===== src/rtl/nios2_oci_dct_pkg.sv =====
`default_nettype none
// ============================================================================
//  Module   : nios2_oci_dct_pkg
//  Brief    : Shared constants and types for the OCI DCT trace packer.
//  Revision : 1.0  initial release
// ============================================================================
package nios2_oci_dct_pkg;

    localparam int ATOM_W  = 2;
    localparam int SLOTS   = 15;
    localparam int BUF_W   = ATOM_W * SLOTS;
    localparam int CNT_W   = 4;
    localparam int STALL_W = 16;

    localparam logic [CNT_W-1:0] SLOTS_CNT = CNT_W'(SLOTS);

    localparam logic GRANT_ITRACE = 1'b0;
    localparam logic GRANT_DTRACE = 1'b1;

    typedef enum logic [1:0] {
        ST_COLLECT = 2'd0,
        ST_EMIT    = 2'd1,
        ST_DRAIN   = 2'd2,
        ST_ENDED   = 2'd3
    } dct_state_e;

    typedef enum logic [ATOM_W-1:0] {
        ATOM_NONE      = 2'b00,
        ATOM_TAKEN     = 2'b01,
        ATOM_NOT_TAKEN = 2'b10,
        ATOM_SYNC      = 2'b11
    } dct_atom_e;

endpackage
`default_nettype wire


===== src/rtl/nios2_oci_dct_rr_arb.sv =====
`default_nettype none
// ============================================================================
//  Module   : nios2_oci_dct_rr_arb
//  Brief    : Two-way round-robin arbiter; grant[0]=itrace, grant[1]=dtrace.
//  Revision : 1.0  initial release
// ============================================================================
module nios2_oci_dct_rr_arb
    import nios2_oci_dct_pkg::*;
(
    input  logic       clk,
    input  logic       rst,
    input  logic       i_valid_i,
    input  logic       i_valid_d,
    input  logic       i_enable,
    input  logic       i_advance,
    output logic [1:0] o_grant,
    output logic       o_last_grant
);

    logic r_last;
    logic w_pick_d;
    logic w_pick_i;

    // On a tie the requester that did not win last time is chosen.
    always_comb begin
        w_pick_d = i_valid_d && (!i_valid_i || (r_last == GRANT_ITRACE));
        w_pick_i = i_valid_i && !w_pick_d;
        o_grant  = i_enable ? {w_pick_d, w_pick_i} : 2'b00;
    end

    always_ff @(posedge clk) begin
        if (rst) begin
            r_last <= GRANT_DTRACE;
        end else if (i_advance && (o_grant != 2'b00)) begin
            r_last <= o_grant[1];
        end
    end

    assign o_last_grant = r_last;

endmodule
`default_nettype wire


===== src/rtl/nios2_oci_dct_ctrl.sv =====
`default_nettype none
// ============================================================================
//  Module   : nios2_oci_dct_ctrl
//  Brief    : Packs itrace/dtrace atoms into 15-slot DCT packets and
//             sequences end-of-test draining.
//  Revision : 1.0  initial release
// ============================================================================
module nios2_oci_dct_ctrl
    import nios2_oci_dct_pkg::*;
(
    input  logic               clk,
    input  logic               reset,
    input  logic               trace_enable,
    input  logic               itrace_valid,
    input  logic [ATOM_W-1:0]  itrace_atom,
    output logic               itrace_ready,
    input  logic               dtrace_valid,
    input  logic [ATOM_W-1:0]  dtrace_atom,
    output logic               dtrace_ready,
    input  logic               flush_req,
    input  logic               end_req,
    output logic               pkt_valid,
    output logic [BUF_W-1:0]   pkt_data,
    output logic [CNT_W-1:0]   pkt_count,
    input  logic               pkt_ready,
    output logic [BUF_W-1:0]   dct_buffer,
    output logic [CNT_W-1:0]   dct_count,
    output logic               test_ending,
    output logic               test_has_ended,
    output logic [STALL_W-1:0] stall_cycles
);

    dct_state_e         r_state;
    dct_state_e         w_state_nxt;
    logic [BUF_W-1:0]   r_buffer;
    logic [BUF_W-1:0]   w_buffer_ins;
    logic [CNT_W-1:0]   r_count;
    logic [CNT_W-1:0]   w_count_inc;
    logic               r_end_latched;
    logic [STALL_W-1:0] r_stall;
    logic [BUF_W-1:0]   r_dct_buffer;
    logic [CNT_W-1:0]   r_dct_count;
    logic               w_accept_ok;
    logic [1:0]         w_grant;
    logic               w_accepting;
    logic [ATOM_W-1:0]  w_atom;
    logic               w_handshake;
    logic               w_unused_last_grant;

    assign w_accept_ok = (r_state == ST_COLLECT) && trace_enable && !end_req
                         && (r_count < SLOTS_CNT);

    nios2_oci_dct_rr_arb u_arb (
        .clk          (clk),
        .rst          (reset),
        .i_valid_i    (itrace_valid),
        .i_valid_d    (dtrace_valid),
        .i_enable     (w_accept_ok),
        .i_advance    (w_accepting),
        .o_grant      (w_grant),
        .o_last_grant (w_unused_last_grant)
    );

    assign itrace_ready = w_grant[0];
    assign dtrace_ready = w_grant[1];
    assign w_accepting  = |w_grant;
    assign w_atom       = w_grant[1] ? dtrace_atom : itrace_atom;
    assign w_count_inc  = r_count + 1'b1;
    assign pkt_valid    = (r_state == ST_EMIT) || (r_state == ST_DRAIN);
    assign w_handshake  = pkt_valid && pkt_ready;

    // Drop the granted atom into the slot selected by the current count.
    always_comb begin
        w_buffer_ins = r_buffer;
        for (int s = 0; s < SLOTS; s++) begin
            if (CNT_W'(s) == r_count) begin
                w_buffer_ins[s*ATOM_W +: ATOM_W] = w_atom;
            end
        end
    end

    always_comb begin
        w_state_nxt = r_state;
        case (r_state)
            ST_COLLECT: begin
                if (end_req && ((r_count != '0) || w_accepting)) begin
                    w_state_nxt = ST_DRAIN;
                end else if (end_req) begin
                    w_state_nxt = ST_ENDED;
                end else if (w_accepting && (w_count_inc == SLOTS_CNT)) begin
                    w_state_nxt = ST_EMIT;
                end else if (flush_req && ((r_count != '0) || w_accepting)) begin
                    w_state_nxt = ST_EMIT;
                end
            end
            ST_EMIT: begin
                if (w_handshake) begin
                    w_state_nxt = (r_end_latched || end_req) ? ST_ENDED : ST_COLLECT;
                end
            end
            ST_DRAIN: begin
                if (w_handshake) begin
                    w_state_nxt = ST_ENDED;
                end
            end
            default: w_state_nxt = r_state;
        endcase
    end

    always_ff @(posedge clk) begin
        if (reset) begin
            r_state <= ST_COLLECT;
        end else begin
            r_state <= w_state_nxt;
        end
    end

    always_ff @(posedge clk) begin
        if (reset) begin
            r_buffer      <= '0;
            r_count       <= '0;
            r_end_latched <= 1'b0;
            r_stall       <= '0;
            r_dct_buffer  <= '0;
            r_dct_count   <= '0;
        end else begin
            r_dct_buffer <= r_buffer;
            r_dct_count  <= r_count;
            if (w_accepting) begin
                r_buffer <= w_buffer_ins;
                r_count  <= w_count_inc;
            end else if (w_handshake) begin
                r_buffer <= '0;
                r_count  <= '0;
            end
            if ((r_state == ST_EMIT) && end_req) begin
                r_end_latched <= 1'b1;
            end
            if (pkt_valid && !pkt_ready && (r_stall != '1)) begin
                r_stall <= r_stall + 1'b1;
            end
        end
    end

    assign pkt_data       = r_buffer;
    assign pkt_count      = r_count;
    assign dct_buffer     = r_dct_buffer;
    assign dct_count      = r_dct_count;
    assign test_ending    = (r_state == ST_DRAIN);
    assign test_has_ended = (r_state == ST_ENDED);
    assign stall_cycles   = r_stall;

endmodule
`default_nettype wire


===== config.mk =====
export PLATFORM = sky130hd
export DESIGN_NAME = nios2_oci_dct_ctrl
export DESIGN_NICKNAME = d
export VERILOG_FILES = /design/src/rtl/nios2_oci_dct_pkg.sv /design/src/rtl/nios2_oci_dct_rr_arb.sv /design/src/rtl/nios2_oci_dct_ctrl.sv
export SDC_FILE = /design/constraint.sdc
export NUM_CORES = 1
export LEC_CHECK = 0
export CAP_MARGIN = 20
export CELL_PAD_IN_SITES_DETAIL_PLACEMENT = 1
export CELL_PAD_IN_SITES_GLOBAL_PLACEMENT = 1
export CORE_AREA = 2 2 98 100
export CTS_BUF_LIST = sky130_fd_sc_hd__clkbuf_8
export DETAILED_ROUTE_END_ITERATION = 8
export DIE_AREA = 0 0 100 102
export PLACE_DENSITY = 0.93
export SLEW_MARGIN = 20
export SYNTH_ARGS = -nofsm -noshare
export SYNTH_HDL_FRONTEND = slang
export SYNTH_SLANG_ARGS = --single-unit

===== constraint.sdc =====
create_clock -name clk -period 6.45 [get_ports clk]
set_clock_uncertainty 0.15 [all_clocks]
set_input_delay 1.935 -clock clk [delete_from_list [all_inputs] [get_ports clk]]
set_output_delay 1.935 -clock clk [all_outputs]
set_load 0.005 [all_outputs]

==> run summary, run 1 <==
status = completed
initial antenna violation count = 0
worst-path fanout max = 6
commonest non-fill, non-tap cell in the layout = clkdlybuf4s50_1
DR pass1 iterations = 4
Crit Path Category = input port to output pin
Clk Latency, worst-skew pair = 0.36 ns
fin nets = 481
cts hold-fix bufs = 0
min-delay src = pkt_data[19]
Max Slew Vio Count = 0
DPL Wire Length = 7.063 mm
ratio of cells with drive above 1 in the final layout = 6.681%
RD Place Congestion = 0.8023
final setup vio count = 0
number of non-filler instances in the completed layout = 575
R2R cell count = 5
Num CTS Buffers = 9
initial core utilization = 38.90%
clk slew on worst S/H paths = 0.10 ns
die area = 10200 µm²
Synth Register Bits = 88
Yosys warnings = 0
n_diodes = 0
TNS Setup = 0 ns
vias in the first global route = 3050
GRT Residual Overflow = 0
TritonCTS clock tree = yes
Total Wirelength = 9.567 mm
max incr delay on CP = 0.53 ns
largest net degree at the start of global routing = 47
data required time of the critical path = 4.37 ns
Max rail drop VDD = 0.1201 mV
Die Ht = 102 µm
area delta synth->final = 36.48%
Mean Syn Cell Area = 9.843 µm²
CP Launch Point = end_req
Cell variety after synth = 47
Total Power = 1.332 mW
Post-CTS Setup Bufs = 0
commonest non-fill, non-tap cells in the layout = 99 x clkdlybuf4s50_1, 88 x dfxtp_1, 38 x inv_1, 32 x nand2b_1, 32 x mux2i_1
Tmin final = 5.718 ns
Worst R2R Start = pkt_count[0]
WHS Path Cells = 2
Final Hold Viols = 0
num rows = 35
CTS Root Cell = clkbuf_8
PortBufs = 100
Leakage = 2.059 nW
worst setup margin = 0.7324 ns
core area = 9109 µm²
dominant synthesized flop cell = dfxtp_1
chip width = 100 µm
first-pass GRT wire length = 15.04 mm
PwrDens = 275.5 nW/µm²
headroom to the max-slew limit = 38.25%
CP endpoint kind = output pin
Seq/Total Area, Yosys = 49.72%
Min-Delay Endpoint = dct_buffer[19]
DR WL/cell = 16.64 µm
I/O pins = 101
top cell type's share of synthesized area = 49.72%
Crit Reg-Reg Endpoint = pkt_data[20]
largest cells by area after synthesis = dfxtp_1 50%, mux2i_1 9.0%, nand2b_1 5.6%
largest area contributor in the netlist = dfxtp_1
Mapped Nets = 382
synthesized area = 3543 µm²
GRT Total Usage = 18.81%
worst hold path class = register to register
Slew @ Worst Pin = 0.9262 ns
vias = 2910
RSZ-0062 raised after global routing = no
max_cap viols = 0
drt initial violations = 65
htree depth = 3
CP cell instances = clkdlybuf4s50_1, nand3b_4, a31o_2, nor2_1, clkdlybuf4s50_1
residual DRC count = 0
CP dominant cell by count = clkdlybuf4s50_1
Worst Setup Slack post-DPL = 0.7373 ns
PostCTS Resize Cnt = 0
Post-Syn Instances = 360
Routed Antenna Nets = 0
vias per inst = 5.061
Worst Setup Start Kind = input port
Clock Tree Buf Depth = 2
slowest stage cell, crit path = clkdlybuf4s50_1
period utilization = 88.64%
final hold slack = 0.3231 ns
CTS Sinks = 88
placed cells = 559
Fmax = 0.1749 GHz
Crit path arrival time = 3.63 ns
flop-to-flop setup slack = 3.55 ns
EDFF count, synth = 0
filler instances = 1041
fraction of synthesis flops using an asynchronous set or reset pin = 0%
worst max-delay path, delay by kind of cell:
kind / cells / cell delay [ns]
simple gates: 2 / 0.40
buf+inv: 2 / 1.01
compound gates: 1 / 0.28
sequential cells by signal, summed over array words and instances (netlist names):
| register | flops |
|---|---|
| u_arb.o_last_grant | 1 |
| r_state | 2 |
| pkt_data | 30 |
| dct_buffer | 30 |
| r_end_latched | 1 |
| dct_count | 4 |
| stall_cycles | 16 |
| pkt_count | 4 |
stage by stage:
stage / area [µm²] / util [%]
floorplan: 3543 / -
global placement: 4626 / 50.78
detailed placement: 4626 / 50.78
CTS: 4836 / 53.09
global route: 4836 / 53.09
finish: 4836 / 53.09
final cells by class:
type | count | area (µm²) | area share, %
Clock buffer | 10 | 137.6 | 2.846
Clock inverter | 6 | 72.57 | 1.501
Inverter | 38 | 142.6 | 2.950
Multi-Input combinational cell | 221 | 1579 | 32.65
Sequential cell | 88 | 1762 | 36.43
Tap cell | 111 | 138.9 | 2.872
Timing Repair Buffer | 101 | 1003 | 20.75
cells in the mapped netlist, types with 2 or more instances:
| cell | instances |
|---|---|
| nor4_1 | 5 |
| a211o_1 | 2 |
| clkbuf_1 | 8 |
| a21oi_1 | 12 |
| o21ai_0 | 6 |
| and3_1 | 2 |
| nand2_1 | 14 |
| a41o_1 | 3 |
| or3_1 | 3 |
| a22o_1 | 2 |
| nand2b_1 | 32 |
| xnor2_1 | 12 |
| ha_1 | 10 |
| nand3b_1 | 2 |
| mux2i_1 | 32 |
| nor3_1 | 8 |
| nand4_1 | 5 |
| a211oi_1 | 2 |
| a31oi_2 | 5 |
| a31o_2 | 3 |
| and2_1 | 2 |
| nor2b_1 | 3 |
| dfxtp_1 | 88 |
| inv_1 | 38 |
| a311oi_1 | 2 |
| nand3_1 | 7 |
| nor2_1 | 30 |
| buf_2 | 3 |
logic make-up (layout without fill, tap and decap cells):
kind of cell / Yosys count / in the layout / share of synthesized area [%]
compound gates: 44 / 44 / 9.888
xor+xnor: 13 / 13 / 3.213
fa+ha+maj: 10 / 10 / 3.531
buf+inv: 51 / 155 / 5.720
flops: 88 / 88 / 49.72
mux: 32 / 32 / 9.040
simple gates: 122 / 122 / 18.89
report_power, final:
part	total (mW)	switching (mW)	internal (mW)	leakage, nW
clock	0.405	0.210	0.195	0.104
sequential	0.583	0.0186	0.564	0.710
combinational	0.345	0.182	0.163	1.25
total	1.33	0.411	0.922	2.06
worst max path at each step:
stage	end	slack [ns]	cells past startpoint
2_1_floorplan	itrace_ready	1.86	3
3_3_place_gp	itrace_ready	0.78	5
3_5_place_dp	itrace_ready	0.74	5
4_1_cts	itrace_ready	0.72	5
5_1_grt	dtrace_ready	0.64	5
6_report	itrace_ready	0.73	5
layer usage:
metal  vias up  wire (µm)  global-route usage (%)
met3         9        449                   3.762
met5         -          0                       0
li1       1408          -                       -
met4         0        124                   7.165
met1      1422       4121                   22.53
met2        71       4871                   33.47
(Power assumes the default switching activity.)
==> inputs of run 2 (changes only) <==
==> constraint.sdc (replaced) <==
create_clock -name clk -period 6.6 [get_ports clk]
set_clock_uncertainty 0.15 [all_clocks]
set_input_delay 1.98 -clock clk [delete_from_list [all_inputs] [get_ports clk]]
set_output_delay 1.98 -clock clk [all_outputs]
set_load 0.005 [all_outputs]
==> run 2 against run 1 <==
Compared with the run above:
- clock power shrank 15%
- worst hold slack better by 0.0052 ns
- final area decreased by 0.67%
- routed wire length down 0.47%
- total power down 6.4%
- count of clock-buffer cells in the layout fell by 1
- via count is the same
- non-clock buffer count unchanged
- largest cell class unchanged
- largest power group unchanged
- highest routed layer unchanged
==> run summary, run 2 (synthesis results as in run 1) <==
status = completed
max_cap viols = 0
DR pass1 iterations = 4
CTS Sinks = 88
CP endpoint kind = output pin
cts hold-fix bufs = 0
vias per inst = 5.061
drt initial violations = 59
Total Wirelength = 9.522 mm
clk slew on worst S/H paths = 0.09 ns
TritonCTS clock tree = yes
filler instances = 1029
ratio of cells with drive above 1 in the final layout = 6.466%
htree depth = 3
fin nets = 481
data required time of the critical path = 4.47 ns
commonest non-fill, non-tap cells in the layout = 99 x clkdlybuf4s50_1, 88 x dfxtp_1, 39 x inv_1, 32 x nand2b_1, 32 x mux2i_1
GRT Total Usage = 18.55%
residual DRC count = 0
die area = 10200 µm²
Routed Antenna Nets = 0
RD Place Congestion = 0.7936
worst hold path class = register to register
DR WL/cell = 16.56 µm
Fmax = 0.1710 GHz
Clk Latency, worst-skew pair = 0.35 ns
Worst Setup Start Kind = input port
I/O pins = 101
vias = 2910
initial core utilization = 38.90%
DPL Wire Length = 7.094 mm
Crit path arrival time = 3.72 ns
Final Hold Viols = 0
vias in the first global route = 2995
headroom to the max-slew limit = 36.76%
area delta synth->final = 35.56%
Die Ht = 102 µm
GRT Residual Overflow = 0
Finished Core Util = 52.73%
PortBufs = 100
TNS Setup = 0 ns
Slew @ Worst Pin = 0.9486 ns
final setup vio count = 0
PostCTS Resize Cnt = 0
Num CTS Buffers = 9
Max rail drop VDD = 0.1062 mV
num rows = 35
Clock Tree Buf Depth = 2
period utilization = 88.58%
worst-path fanout max = 6
Leakage = 2.049 nW
initial antenna violation count = 0
Post-CTS Setup Bufs = 0
Tmin final = 5.846 ns
PwrDens = 259.6 nW/µm²
CTS Root Cell = clkbuf_8
placed cells = 559
first-pass GRT wire length = 14.90 mm
core area = 9109 µm²
n_diodes = 0
chip width = 100 µm
RSZ-0062 raised after global routing = no
commonest non-fill, non-tap cell in the layout = clkdlybuf4s50_1
number of non-filler instances in the completed layout = 575
largest net degree at the start of global routing = 61
Crit Path Category = input port to output pin
final hold slack = 0.3283 ns
Max Slew Vio Count = 0
==> run 2: cell types whose count changed in the layout (fill, tap and decap cells not counted) <==
cell / delta
bufinv_16: -1
clkbuf_8: -1
clkinv_2: +1
inv_1: +1
inv_6: -1
inv_8: +1
==> run 2: stage by stage <==
stage                     setup WS (ns)  total power, mW  area, µm²
final                            0.7536            1.247       4803
after global routing             0.6741            1.307       4803
after CTS                        0.7358            1.260       4803
after detailed placement         0.7484           0.9143       4626
after global placement           0.8460           0.8991       4626
after floorplan                   1.923           0.8059       3543
==> run 2: power by group <==
part / total (mW) / internal [mW] / switching (mW) / leakage (nW)
registers: 0.570 / 0.551 / 0.0181 / 0.710
logic: 0.332 / 0.158 / 0.174 / 1.25
clock network: 0.345 / 0.141 / 0.204 / 0.0933
total: 1.25 / 0.851 / 0.396 / 2.05
==> run 2: path summary, 6_finish.rpt <==
check / depth (start not counted) / slack, ns / from / end
max: 5 / 0.75 / end_req / itrace_ready
min: 2 / 0.33 / pkt_data[7] / dct_buffer[7]
max reg2reg: 5 / 3.69 / pkt_count[1] / pkt_data[11]
min reg2reg: 2 / 0.33 / pkt_data[7] / dct_buffer[7]
==> run 2: routing by layer <==
layer	routed length (µm)	vias to the layer above	part of all wire, %	global-route usage (%)
met5	0	-	0	0
met4	195	0	2.0	7.271
met3	381	17	4.0	3.694
met2	4910	68	52	34.51
met1	4034	1413	42	20.92
li1	-	1412	-	-
==> run 2: layout make-up <==
cell class	instances	area, µm²	area share, %
Sequential cell	88	1762	36.68
Timing Repair Buffer	101	1003	20.89
Inverter	38	142.6	2.970
Clock buffer	9	123.9	2.579
Multi-Input combinational cell	221	1579	32.87
Clock inverter	7	53.80	1.120
Tap cell	111	138.9	2.891
==> run 2: critical path, stage by stage <==
cell,delay [ns]
clkdlybuf4s50_1,0.49
nand3b_4,0.24
a31o_2,0.30
nor2_1,0.17
clkdlybuf4s50_1,0.53
